--- src/rtl/uart_pkg.sv ---
// Purpose: shared register map, bit indices, parity encodings and FSM state types for uart_fifo.
// Latency: n/a (declarations only).
// Backpressure: n/a.
package uart_pkg;

    // Word offsets from BASE_ADDR
    localparam logic [31:0] OFF_CSR    = 32'd0;
    localparam logic [31:0] OFF_BAUD   = 32'd1;
    localparam logic [31:0] OFF_TXDATA = 32'd2;
    localparam logic [31:0] OFF_RXDATA = 32'd3;
    localparam logic [31:0] OFF_STATUS = 32'd4;

    // CSR bit indices
    localparam int CSR_TX_EN     = 0;
    localparam int CSR_RX_EN     = 1;
    localparam int CSR_PAR_LO    = 2;
    localparam int CSR_PAR_HI    = 3;
    localparam int CSR_RX_IRQ_EN = 4;
    localparam int CSR_TX_IRQ_EN = 5;

    // STATUS bit indices; [7:4] are sticky and clear on read
    localparam int ST_TX_BUSY   = 0;
    localparam int ST_TX_FULL   = 1;
    localparam int ST_RX_EMPTY  = 2;
    localparam int ST_RX_FULL   = 3;
    localparam int ST_TX_OVF    = 4;
    localparam int ST_RX_OVR    = 5;
    localparam int ST_PAR_ERR   = 6;
    localparam int ST_FRAME_ERR = 7;

    // Parity modes in CSR[3:2]; 2'b11 behaves as none
    localparam logic [1:0] PAR_NONE = 2'b00;
    localparam logic [1:0] PAR_EVEN = 2'b01;
    localparam logic [1:0] PAR_ODD  = 2'b10;

    // Divisors (BAUD register value) for a 50 MHz clock
    localparam logic [15:0] BAUD_9600   = 16'd5207;
    localparam logic [15:0] BAUD_19200  = 16'd2603;
    localparam logic [15:0] BAUD_38400  = 16'd1301;
    localparam logic [15:0] BAUD_57600  = 16'd867;
    localparam logic [15:0] BAUD_115200 = 16'd433;
    localparam logic [15:0] BAUD_MIN    = 16'd4;

    typedef enum logic [2:0] {TX_IDLE, TX_START, TX_DATA, TX_PARITY, TX_STOP} tx_state_t;
    typedef enum logic [2:0] {RX_IDLE, RX_START, RX_DATA, RX_PARITY, RX_STOP} rx_state_t;

    // Parity bit to transmit/expect; data is zero-extended so short words work too
    function automatic logic parity_bit(input logic [7:0] data, input logic odd);
        return (^data) ^ odd;
    endfunction

endpackage

--- src/rtl/uart_sync_fifo.sv ---
// Purpose: single-clock FIFO used for the UART TX and RX queues.
// Latency: a pushed word is visible at head the cycle after the push edge.
// Backpressure: push when full is dropped unless a pop happens in the same cycle; pop when empty is ignored.
// Ports: push/din write side, pop read side, full/empty flags, head = oldest entry (undefined when empty).
module uart_sync_fifo #(
    parameter int WIDTH = 8,
    parameter int DEPTH = 16
) (
    input  logic             clk,
    input  logic             reset,
    input  logic             push,
    input  logic [WIDTH-1:0] din,
    input  logic             pop,
    output logic             full,
    output logic             empty,
    output logic [WIDTH-1:0] head
);

    localparam int AW = $clog2(DEPTH);

    logic [WIDTH-1:0] mem [DEPTH];
    logic [AW-1:0]    wr_ptr;
    logic [AW-1:0]    rd_ptr;
    logic [AW:0]      count;
    logic             do_push;
    logic             do_pop;

    assign empty   = (count == '0);
    assign full    = (count == (AW+1)'(DEPTH));
    assign do_pop  = pop & ~empty;
    // A pop in the same cycle frees the slot, so a push into a full FIFO still lands
    assign do_push = push & (~full | do_pop);
    assign head    = mem[rd_ptr];

    always_ff @(posedge clk) begin
        if (do_push) mem[wr_ptr] <= din;
    end

    always_ff @(posedge clk or negedge reset) begin
        if (!reset) begin
            wr_ptr <= '0;
            rd_ptr <= '0;
            count  <= '0;
        end else begin
            if (do_push) wr_ptr <= wr_ptr + 1'b1;
            if (do_pop)  rd_ptr <= rd_ptr + 1'b1;
            count <= count + (AW+1)'(do_push) - (AW+1)'(do_pop);
        end
    end

endmodule

--- src/rtl/uart_fifo.sv ---
// Purpose: memory-mapped UART with TX/RX FIFOs, CSR/BAUD/STATUS registers and a level interrupt.
// Latency: read data one cycle after uart_read_enable; TX start bit one cycle after the FIFO pop.
// Backpressure: none on the bus; full TX FIFO drops writes (tx_ovf), full RX FIFO drops bytes (rx_ovr).
// Ports: clk/reset (async active-low), write/read word bus, uart_tx/uart_rx serial pins, uart_irq.
// Option: define UART_PARITY_EN to build parity generation/checking; otherwise CSR[3:2] read 0.
module uart_fifo
    import uart_pkg::*;
#(
    parameter logic [31:0] BASE_ADDR      = 32'hb000_0000,
    parameter int          DATA_BITS      = 8,
    parameter int          TX_FIFO_DEPTH  = 16,
    parameter int          RX_FIFO_DEPTH  = 16,
    parameter int          STOP_BITS      = 1,
    parameter logic [15:0] BAUD_DIV_RESET = BAUD_115200
) (
    input  logic        clk,
    input  logic        reset,
    input  logic [31:0] uart_write_address,
    input  logic [31:0] uart_write_data,
    input  logic        uart_write_enable,
    input  logic [31:0] uart_read_address,
    input  logic        uart_read_enable,
    output logic [31:0] uart_read_data,
    output logic        uart_tx,
    input  logic        uart_rx,
    output logic        uart_irq
);

    localparam logic [2:0] LAST_DATA = 3'(DATA_BITS - 1);
    localparam logic [2:0] LAST_STOP = 3'(STOP_BITS - 1);

`ifdef UART_PARITY_EN
    localparam logic [5:0] CSR_WMASK = 6'h3f;
`else
    localparam logic [5:0] CSR_WMASK = 6'h33;
`endif

    logic [5:0]  csr;
    logic [15:0] baud;
    logic        tx_ovf, rx_ovr, par_err, frame_err;
    logic        par_on, par_odd;

    logic wr_csr, wr_baud, wr_tx, rd_rx, st_clr;
    assign wr_csr  = uart_write_enable && (uart_write_address == BASE_ADDR + OFF_CSR);
    assign wr_baud = uart_write_enable && (uart_write_address == BASE_ADDR + OFF_BAUD);
    assign wr_tx   = uart_write_enable && (uart_write_address == BASE_ADDR + OFF_TXDATA);
    assign rd_rx   = uart_read_enable  && (uart_read_address  == BASE_ADDR + OFF_RXDATA);
    assign st_clr  = uart_read_enable  && (uart_read_address  == BASE_ADDR + OFF_STATUS);

    logic unused_wdata;
    assign unused_wdata = &{1'b0, uart_write_data[31:16]};

    assign par_on  = (csr[CSR_PAR_HI:CSR_PAR_LO] == PAR_EVEN) || (csr[CSR_PAR_HI:CSR_PAR_LO] == PAR_ODD);
    assign par_odd = (csr[CSR_PAR_HI:CSR_PAR_LO] == PAR_ODD);

    // FIFOs
    logic                 tx_pop, tx_full, tx_empty, rx_push, rx_pop, rx_full, rx_empty;
    logic [DATA_BITS-1:0] tx_head, rx_head;

    uart_sync_fifo #(.WIDTH(DATA_BITS), .DEPTH(TX_FIFO_DEPTH)) u_tx_fifo (
        .clk(clk), .reset(reset), .push(wr_tx), .din(uart_write_data[DATA_BITS-1:0]),
        .pop(tx_pop), .full(tx_full), .empty(tx_empty), .head(tx_head)
    );

    assign rx_pop = rd_rx & ~rx_empty;

    // ---------------- TX FSM ----------------
    tx_state_t            tx_state, tx_state_nxt;
    logic [15:0]          tx_cnt, tx_cnt_nxt, tx_div, tx_div_nxt;
    logic [2:0]           tx_bit, tx_bit_nxt, tx_bit_inc;
    logic [DATA_BITS-1:0] tx_shreg, tx_shreg_nxt;
    logic                 tx_par, tx_par_nxt, tx_par_on, tx_par_on_nxt, tx_line_nxt;
    logic                 tx_bit_end, tx_load, tx_busy;

    assign tx_busy    = (tx_state != TX_IDLE);
    assign tx_bit_inc = tx_bit + 3'd1;

    always_comb begin
        tx_state_nxt  = tx_state;
        tx_cnt_nxt    = tx_cnt + 16'd1;
        tx_div_nxt    = tx_div;
        tx_bit_nxt    = tx_bit;
        tx_shreg_nxt  = tx_shreg;
        tx_par_nxt    = tx_par;
        tx_par_on_nxt = tx_par_on;
        tx_line_nxt   = uart_tx;
        tx_pop        = 1'b0;
        tx_load       = 1'b0;
        tx_bit_end    = (tx_cnt == tx_div);
        case (tx_state)
            TX_IDLE: begin
                tx_cnt_nxt  = '0;
                tx_line_nxt = 1'b1;
                tx_load     = csr[CSR_TX_EN] & ~tx_empty;
            end
            TX_START: if (tx_bit_end) begin
                tx_state_nxt = TX_DATA;
                tx_cnt_nxt   = '0;
                tx_bit_nxt   = '0;
                tx_line_nxt  = tx_shreg[0];
            end
            TX_DATA: if (tx_bit_end) begin
                tx_cnt_nxt = '0;
                if (tx_bit == LAST_DATA) begin
                    tx_bit_nxt   = '0;
                    tx_state_nxt = tx_par_on ? TX_PARITY : TX_STOP;
                    tx_line_nxt  = tx_par_on ? tx_par : 1'b1;
                end else begin
                    tx_bit_nxt  = tx_bit_inc;
                    tx_line_nxt = tx_shreg[tx_bit_inc];
                end
            end
            TX_PARITY: if (tx_bit_end) begin
                tx_cnt_nxt   = '0;
                tx_state_nxt = TX_STOP;
                tx_line_nxt  = 1'b1;
            end
            TX_STOP: if (tx_bit_end) begin
                tx_cnt_nxt = '0;
                if (tx_bit == LAST_STOP) begin
                    tx_state_nxt = TX_IDLE;
                    // chain straight into the next frame so back-to-back bytes have no idle gap
                    tx_load      = csr[CSR_TX_EN] & ~tx_empty;
                end else begin
                    tx_bit_nxt = tx_bit_inc;
                end
            end
            default: tx_state_nxt = TX_IDLE;
        endcase
        if (tx_load) begin
            tx_pop        = 1'b1;
            tx_state_nxt  = TX_START;
            tx_cnt_nxt    = '0;
            tx_bit_nxt    = '0;
            tx_div_nxt    = baud;
            tx_shreg_nxt  = tx_head;
            tx_par_on_nxt = par_on;
            tx_par_nxt    = parity_bit(8'(tx_head), par_odd);
            tx_line_nxt   = 1'b0;
        end
    end

    always_ff @(posedge clk or negedge reset) begin
        if (!reset) begin
            tx_state  <= TX_IDLE;
            tx_cnt    <= '0;
            tx_div    <= BAUD_DIV_RESET;
            tx_bit    <= '0;
            tx_shreg  <= '0;
            tx_par    <= 1'b0;
            tx_par_on <= 1'b0;
            uart_tx   <= 1'b1;
        end else begin
            tx_state  <= tx_state_nxt;
            tx_cnt    <= tx_cnt_nxt;
            tx_div    <= tx_div_nxt;
            tx_bit    <= tx_bit_nxt;
            tx_shreg  <= tx_shreg_nxt;
            tx_par    <= tx_par_nxt;
            tx_par_on <= tx_par_on_nxt;
            uart_tx   <= tx_line_nxt;
        end
    end

    // ---------------- RX FSM ----------------
    rx_state_t            rx_state, rx_state_nxt;
    logic [15:0]          rx_cnt, rx_cnt_nxt, rx_div, rx_div_nxt;
    logic [2:0]           rx_bit, rx_bit_nxt;
    logic [DATA_BITS-1:0] rx_shreg, rx_shreg_nxt;
    logic                 rx_par_on, rx_par_on_nxt, rx_par_odd, rx_par_odd_nxt, rx_par_bad, rx_par_bad_nxt;
    logic                 rx_s1, rx_s2, rx_s3;
    logic                 frame_evt, par_evt, ovr_evt;

    uart_sync_fifo #(.WIDTH(DATA_BITS), .DEPTH(RX_FIFO_DEPTH)) u_rx_fifo (
        .clk(clk), .reset(reset), .push(rx_push), .din(rx_shreg),
        .pop(rx_pop), .full(rx_full), .empty(rx_empty), .head(rx_head)
    );

    always_comb begin
        rx_state_nxt   = rx_state;
        rx_cnt_nxt     = rx_cnt + 16'd1;
        rx_div_nxt     = rx_div;
        rx_bit_nxt     = rx_bit;
        rx_shreg_nxt   = rx_shreg;
        rx_par_on_nxt  = rx_par_on;
        rx_par_odd_nxt = rx_par_odd;
        rx_par_bad_nxt = rx_par_bad;
        rx_push        = 1'b0;
        frame_evt      = 1'b0;
        par_evt        = 1'b0;
        ovr_evt        = 1'b0;
        case (rx_state)
            RX_IDLE: begin
                rx_cnt_nxt = '0;
                if (csr[CSR_RX_EN] && rx_s3 && !rx_s2) begin
                    rx_state_nxt   = RX_START;
                    rx_div_nxt     = baud;
                    rx_par_on_nxt  = par_on;
                    rx_par_odd_nxt = par_odd;
                    rx_par_bad_nxt = 1'b0;
                end
            end
            // Half-bit check of the start bit; every later sample is a full bit apart, i.e. mid-bit
            RX_START: if (rx_cnt == {1'b0, rx_div[15:1]}) begin
                rx_cnt_nxt   = '0;
                rx_bit_nxt   = '0;
                rx_state_nxt = rx_s2 ? RX_IDLE : RX_DATA;
            end
            RX_DATA: if (rx_cnt == rx_div) begin
                rx_cnt_nxt           = '0;
                rx_shreg_nxt[rx_bit] = rx_s2;
                if (rx_bit == LAST_DATA) begin
                    rx_bit_nxt   = '0;
                    rx_state_nxt = rx_par_on ? RX_PARITY : RX_STOP;
                end else begin
                    rx_bit_nxt = rx_bit + 3'd1;
                end
            end
            RX_PARITY: if (rx_cnt == rx_div) begin
                rx_cnt_nxt     = '0;
                rx_par_bad_nxt = (rx_s2 != parity_bit(8'(rx_shreg), rx_par_odd));
                rx_state_nxt   = RX_STOP;
            end
            RX_STOP: if (rx_cnt == rx_div) begin
                rx_cnt_nxt   = '0;
                rx_state_nxt = RX_IDLE;
                if (!rx_s2) begin
                    frame_evt = 1'b1;
                end else if (rx_par_bad) begin
                    par_evt = 1'b1;
                end else begin
                    rx_push = 1'b1;
                    ovr_evt = rx_full & ~rx_pop;
                end
            end
            default: rx_state_nxt = RX_IDLE;
        endcase
    end

    always_ff @(posedge clk or negedge reset) begin
        if (!reset) begin
            rx_state   <= RX_IDLE;
            rx_cnt     <= '0;
            rx_div     <= BAUD_DIV_RESET;
            rx_bit     <= '0;
            rx_shreg   <= '0;
            rx_par_on  <= 1'b0;
            rx_par_odd <= 1'b0;
            rx_par_bad <= 1'b0;
            rx_s1      <= 1'b1;
            rx_s2      <= 1'b1;
            rx_s3      <= 1'b1;
        end else begin
            rx_state   <= rx_state_nxt;
            rx_cnt     <= rx_cnt_nxt;
            rx_div     <= rx_div_nxt;
            rx_bit     <= rx_bit_nxt;
            rx_shreg   <= rx_shreg_nxt;
            rx_par_on  <= rx_par_on_nxt;
            rx_par_odd <= rx_par_odd_nxt;
            rx_par_bad <= rx_par_bad_nxt;
            rx_s1      <= uart_rx;
            rx_s2      <= rx_s1;
            rx_s3      <= rx_s2;
        end
    end

    // ---------------- Registers, read mux, interrupt ----------------
    logic [31:0] status, rd_mux;
    assign status = {24'b0, frame_err, par_err, rx_ovr, tx_ovf, rx_full, rx_empty, tx_full, tx_busy};

    always_comb begin
        rd_mux = '0;
        if (uart_read_address == BASE_ADDR + OFF_CSR)         rd_mux = {26'b0, csr};
        else if (uart_read_address == BASE_ADDR + OFF_BAUD)   rd_mux = {16'b0, baud};
        else if (uart_read_address == BASE_ADDR + OFF_RXDATA) rd_mux = rx_empty ? '0 : 32'(rx_head);
        else if (uart_read_address == BASE_ADDR + OFF_STATUS) rd_mux = status;
    end

    always_ff @(posedge clk or negedge reset) begin
        if (!reset) begin
            csr            <= '0;
            baud           <= BAUD_DIV_RESET;
            tx_ovf         <= 1'b0;
            rx_ovr         <= 1'b0;
            par_err        <= 1'b0;
            frame_err      <= 1'b0;
            uart_read_data <= '0;
            uart_irq       <= 1'b0;
        end else begin
            if (wr_csr)  csr  <= uart_write_data[5:0] & CSR_WMASK;
            if (wr_baud) baud <= (uart_write_data[15:0] < BAUD_MIN) ? BAUD_MIN : uart_write_data[15:0];
            // A new event in the clearing cycle wins over the clear
            tx_ovf    <= (tx_ovf    & ~st_clr) | (wr_tx & tx_full & ~tx_pop);
            rx_ovr    <= (rx_ovr    & ~st_clr) | ovr_evt;
            par_err   <= (par_err   & ~st_clr) | par_evt;
            frame_err <= (frame_err & ~st_clr) | frame_evt;
            if (uart_read_enable) uart_read_data <= rd_mux;
            uart_irq <= (csr[CSR_RX_IRQ_EN] & ~rx_empty)
                      | (csr[CSR_TX_IRQ_EN] & tx_empty & ~tx_busy)
                      | (csr[CSR_RX_IRQ_EN] & rx_ovr);
        end
    end

endmodule

--- config.mk ---
export PLATFORM = sky130hd
export DESIGN_NAME = uart_fifo
export DESIGN_NICKNAME = d
export VERILOG_FILES = /design/src/rtl/uart_pkg.sv /design/src/rtl/uart_sync_fifo.sv /design/src/rtl/uart_fifo.sv
export SDC_FILE = /design/constraint.sdc
export NUM_CORES = 1
export LEC_CHECK = 0
export CORE_UTILIZATION = 53
export DETAILED_ROUTE_END_ITERATION = 10
export PLACE_DENSITY = 0.79
export SYNTH_ARGS = -nofsm -noshare
export SYNTH_HDL_FRONTEND = slang
export SYNTH_SLANG_ARGS = --single-unit
--- constraint.sdc ---
create_clock -name clk -period 3.1 [get_ports clk]
set_clock_uncertainty 0.2 [all_clocks]
set_input_delay 0.31 -clock clk [delete_from_list [all_inputs] [get_ports clk]]
set_output_delay 0.31 -clock clk [all_outputs]
set_load 0.02 [all_outputs]
==> run_results.csv <==
group,metric,value,unit
clocking,clockRootBuffer,"clkbuf_16",
worst_setup_path,crit_family,"simple AND/OR/NAND/NOR gates",
logic_synthesis,ys_seq_elements,420,
worst_setup_path,start_kind,"register",
route,vias_per_cell,5.79,
power,p_int,8.92,mW
timing,fmax,0.318,GHz
timing,slew_viol_final,0,
power,ir_worst_vdd,0.440,mV
logic_synthesis,synth_xor_area_frac,0.0498,
logic_synthesis,yosysWarningCount,0,
run_status,violations,"setup timing",
timing,tightest_slew,0.771,ns
final_layout,fin_cells,1924,
logic_synthesis,avgSynthCellArea,15.0,µm²
power,clock_power_share,0.447,
global_routing,antenna_found_initial,1,
logic_synthesis,synth.area.mux_share,0.130,
logic_synthesis,ys_top_cells_by_area,"edfxtp_1 42%, dfrtp_1 20%, mux4_2 9.8%, mux2_2 3.0%, dfstp_2 2.7%",
logic_synthesis,yosysTopAreaCellShare,0.417,
worst_setup_path,cp_common_cell,"ha_4",
power,p_leak,8.98,nW
clocking,cts_tree,"built",
worst_setup_path,crit_type,"register to register",
route,drt-pass1-iter-count,5,
timing,post-route-min-period,3.15,ns
timing,tns,-0.830,ns
worst_setup_path,crit_required,3.38,ns
power,switching_share,0.203,
power,p_sw,2.27,mW
global_routing,grt_pass1_vias,11400,
logic_synthesis,async_flop_share,0.390,
clocking,clkSlewWorstSetupHoldPaths,0.06,ns
placed_design,dp.cells,1826,
route,remaining_drc_errors,0,
global_routing,grtUsageMet3,0.0408,
timing,holdWs,0.121,ns
logic_synthesis,synthesis.area,18400,µm²
die,rows,67,
route,wirelength,41300,µm
clocking,cts_sinks,420,
worst_setup_path,critPathCaptureType,"register",
clocking,cts_inserted_buffers,45,
logic_synthesis,synth_top_flop_cell,"edfxtp_1",
global_routing,grt_max_degree,65,
logic_synthesis,synth_common_cells,"256 x edfxtp_1, 145 x dfrtp_1, 97 x nand2_1, 80 x mux4_2, 69 x nor2_1",
logic_synthesis,synth_top_family_by_area,"multiplexers",
logic_synthesis,synth_compound_area_frac,0.0353,
logic_synthesis,seq_area_frac_synth,0.641,
logic_synthesis,yosysMostFrequentCell,"edfxtp_1",
global_routing,grt_busiest_layer,"met2",
worst_setup_path,max_stage_delay,0.49,ns
worst_setup_path,critPathBufInv,3,
power,power,11.2,mW
die,die_area,35500,µm²
min_path,hp-class,"input pin to async pin",
timing,setup_viol,57,
clocking,cts_buffer_depth,3,
die,die_w,188,µm
power,pwr-share-comb,0.023,
worst_setup_path,path_cells,"inv_2, ha_4, nor4b_4, or4b_1, or4_4, inv_4, ha_4, inv_2, ha_4, fa_2, a21oi_2, nor2_1, nor2_1, xnor2_1",
worst_setup_path,crit_slowest_cell,"or4b_1",
die,fp.dieH,188,µm
global_routing,grt_first_pass_wirelength,64400,µm
run_status,status,"finished with violations",
global_routing,overflow,0,
logic_synthesis,synthAdderAreaFrac,0.0219,
timing,worst_slack,-0.0466,ns
global_routing,global_route.usage.met1,0.322,
timing,rsz0062_at_grt,"true",
route,drt_iter0_markers,1001,
timing,hold_viol_final,0,
placed_design,place_congestion,0.856,
logic_synthesis,synthSimpleGateAreaFrac,0.0962,
final_layout,final_util,0.660,
route,detail_route.wl_per_cell,21.4,µm
worst_setup_path,cp_max_fo,3,
power,power_frac_seq,0.530,
die,initial_core_util,0.544,
global_routing,grt_usage,0.237,
die,ioPinCount,135,
worst_setup_path,crit_arrival,3.43,ns
logic_synthesis,synth_cells,1229,
route,final_antenna_net_count,0,
power,pwr_density_cell,500,nW/µm²
timing,post-route-period-util,1.02,
final_layout,areaGrowthSynthToFinish,21.3,%
die,core,33900,µm²
placed_design,port_buffers,102,
logic_synthesis,synth_edf_count,256,
logic_synthesis,yosysUniqueCellTypes,71,
final_layout,drive_gt1_frac,0.252,
job,max_cap_violations,0,
placed_design,hpwl,27900,µm
route,vias,11100,
clocking,cts.htree.levels,2,
final_layout,fin_nets,1570,
global_routing,use_met2,0.395,
timing,relSlewSlack,0.486,
logic_synthesis,synth_top_area_cell,"edfxtp_1",
clocking,insertion_delay,0.56,ns
==> repair_timing <==
action,4_1_cts,5_1_grt
resized for setup,8,48
pin swaps,1,6
hold buffers,2,0
endpoints found under the setup margin,72,124
buffers inserted,1,8
gates cloned,2,0
endpoints found under the hold margin,62,0
==> worst reg2reg max path: stages (launching register included) <==
cell,delay [ns]
dfrtp_1,0.37
inv_2,0.07
ha_4,0.16
nor4b_4,0.13
or4b_1,0.49
or4_4,0.47
inv_4,0.09
ha_4,0.12
inv_2,0.03
ha_4,0.15
fa_2,0.37
a21oi_2,0.12
nor2_1,0.05
nor2_1,0.12
xnor2_1,0.13
==> power by group through the flow <==
| stage | Combinational (mW) | Clock [mW] | Sequential [mW] |
|---|---|---|---|
| global route | 0.276 | 5.30 | 5.92 |
| global placement | 0.248 | 0 | 6.04 |
| finish | 0.255 | 5.01 | 5.93 |
| CTS | 0.258 | 5.09 | 5.93 |
| floorplan | 0.0563 | 0 | 6.04 |
| detailed placement | 0.254 | 0 | 6.04 |
==> cells in the final DEF, fill, tap and decap left out, types with 21 or more instances in the layout <==
cell type        count
edfxtp_1           256
dfrtp_1            142
clkdlybuf4s50_1    101
nand2_1             97
buf_4               86
mux4_2              80
nor2_1              69
xor2_1              57
mux2_2              49
clkbuf_16           47
xnor2_1             46
inv_1               27
o21ai_0             27
ha_1                26
nand3_1             24
nor2b_1             21
==> flip-flops by register name, summed over array words and instances (netlist names), 4 cells and up <==
signal            flops
tx_div               16
u_tx_fifo.count       5
u_tx_fifo.rd_ptr      4
u_rx_fifo.wr_ptr      4
u_rx_fifo.count       5
csr                   4
uart_read_data       16
rx_div               16
baud                 16
u_rx_fifo.mem       128
u_tx_fifo.wr_ptr      4
u_rx_fifo.rd_ptr      4
tx_shreg              8
rx_shreg              8
rx_cnt               16
u_tx_fifo.mem       128
tx_cnt               16
==> area by class of cell <==
class / count / area [µm²]
Sequential cell: 420 / 11800
Fill cell: 2281 / 11500
Multi-Input combinational cell: 719 / 6340
Timing Repair Buffer: 220 / 2130
Clock buffer: 67 / 1280
Tap cell: 448 / 561
Inverter: 32 / 123
Clock inverter: 17 / 103
Antenna cell: 1 / 2.50
==> metal layers <==
layer / vias to the layer above / wire (µm)
met5: - / 13
met4: 2 / 969
met3: 83 / 2640
met2: 393 / 20600
met1: 5661 / 17100
li1: 5000 / -
==> cell families (layout without fill, tap and decap cells) <==
family                   Yosys count  count (layout)
buffers and inverters            105             336
flip-flops                       420             420
XOR/XNOR                         104             104
adder cells (fa/ha/maj)           31              31
other                              1              17
multiplexers                     133             133
AND/OR/NAND/NOR                  337             337
AO/OA/AOI/OAI                     98              98
==> per-stage QoR <==
stage	setup WS, ns	area (µm²)
3_3_place_gp	-0.416	20600
4_1_cts	-0.0749	22100
5_1_grt	-0.192	22400
3_5_place_dp	-0.457	20600
2_1_floorplan	-0.0136	18500
6_report	-0.0466	22400
==> final timing paths <==
path	from	to	slack (ns)	cells after the start
worst min register to register	rx_s1	rx_s2	0.15	0
max in group asynchronous	reset	rx_div[8]	1.75	3
worst min-delay path	reset	tx_shreg[1]	0.12	2
min in group clk	rx_s1	rx_s2	0.15	0
worst max-delay path	u_rx_fifo.count[2]	u_rx_fifo.count[4]	-0.05	14
worst max register to register	u_rx_fifo.count[2]	u_rx_fifo.count[4]	-0.05	14
Power figures use the tool's default switching activity.
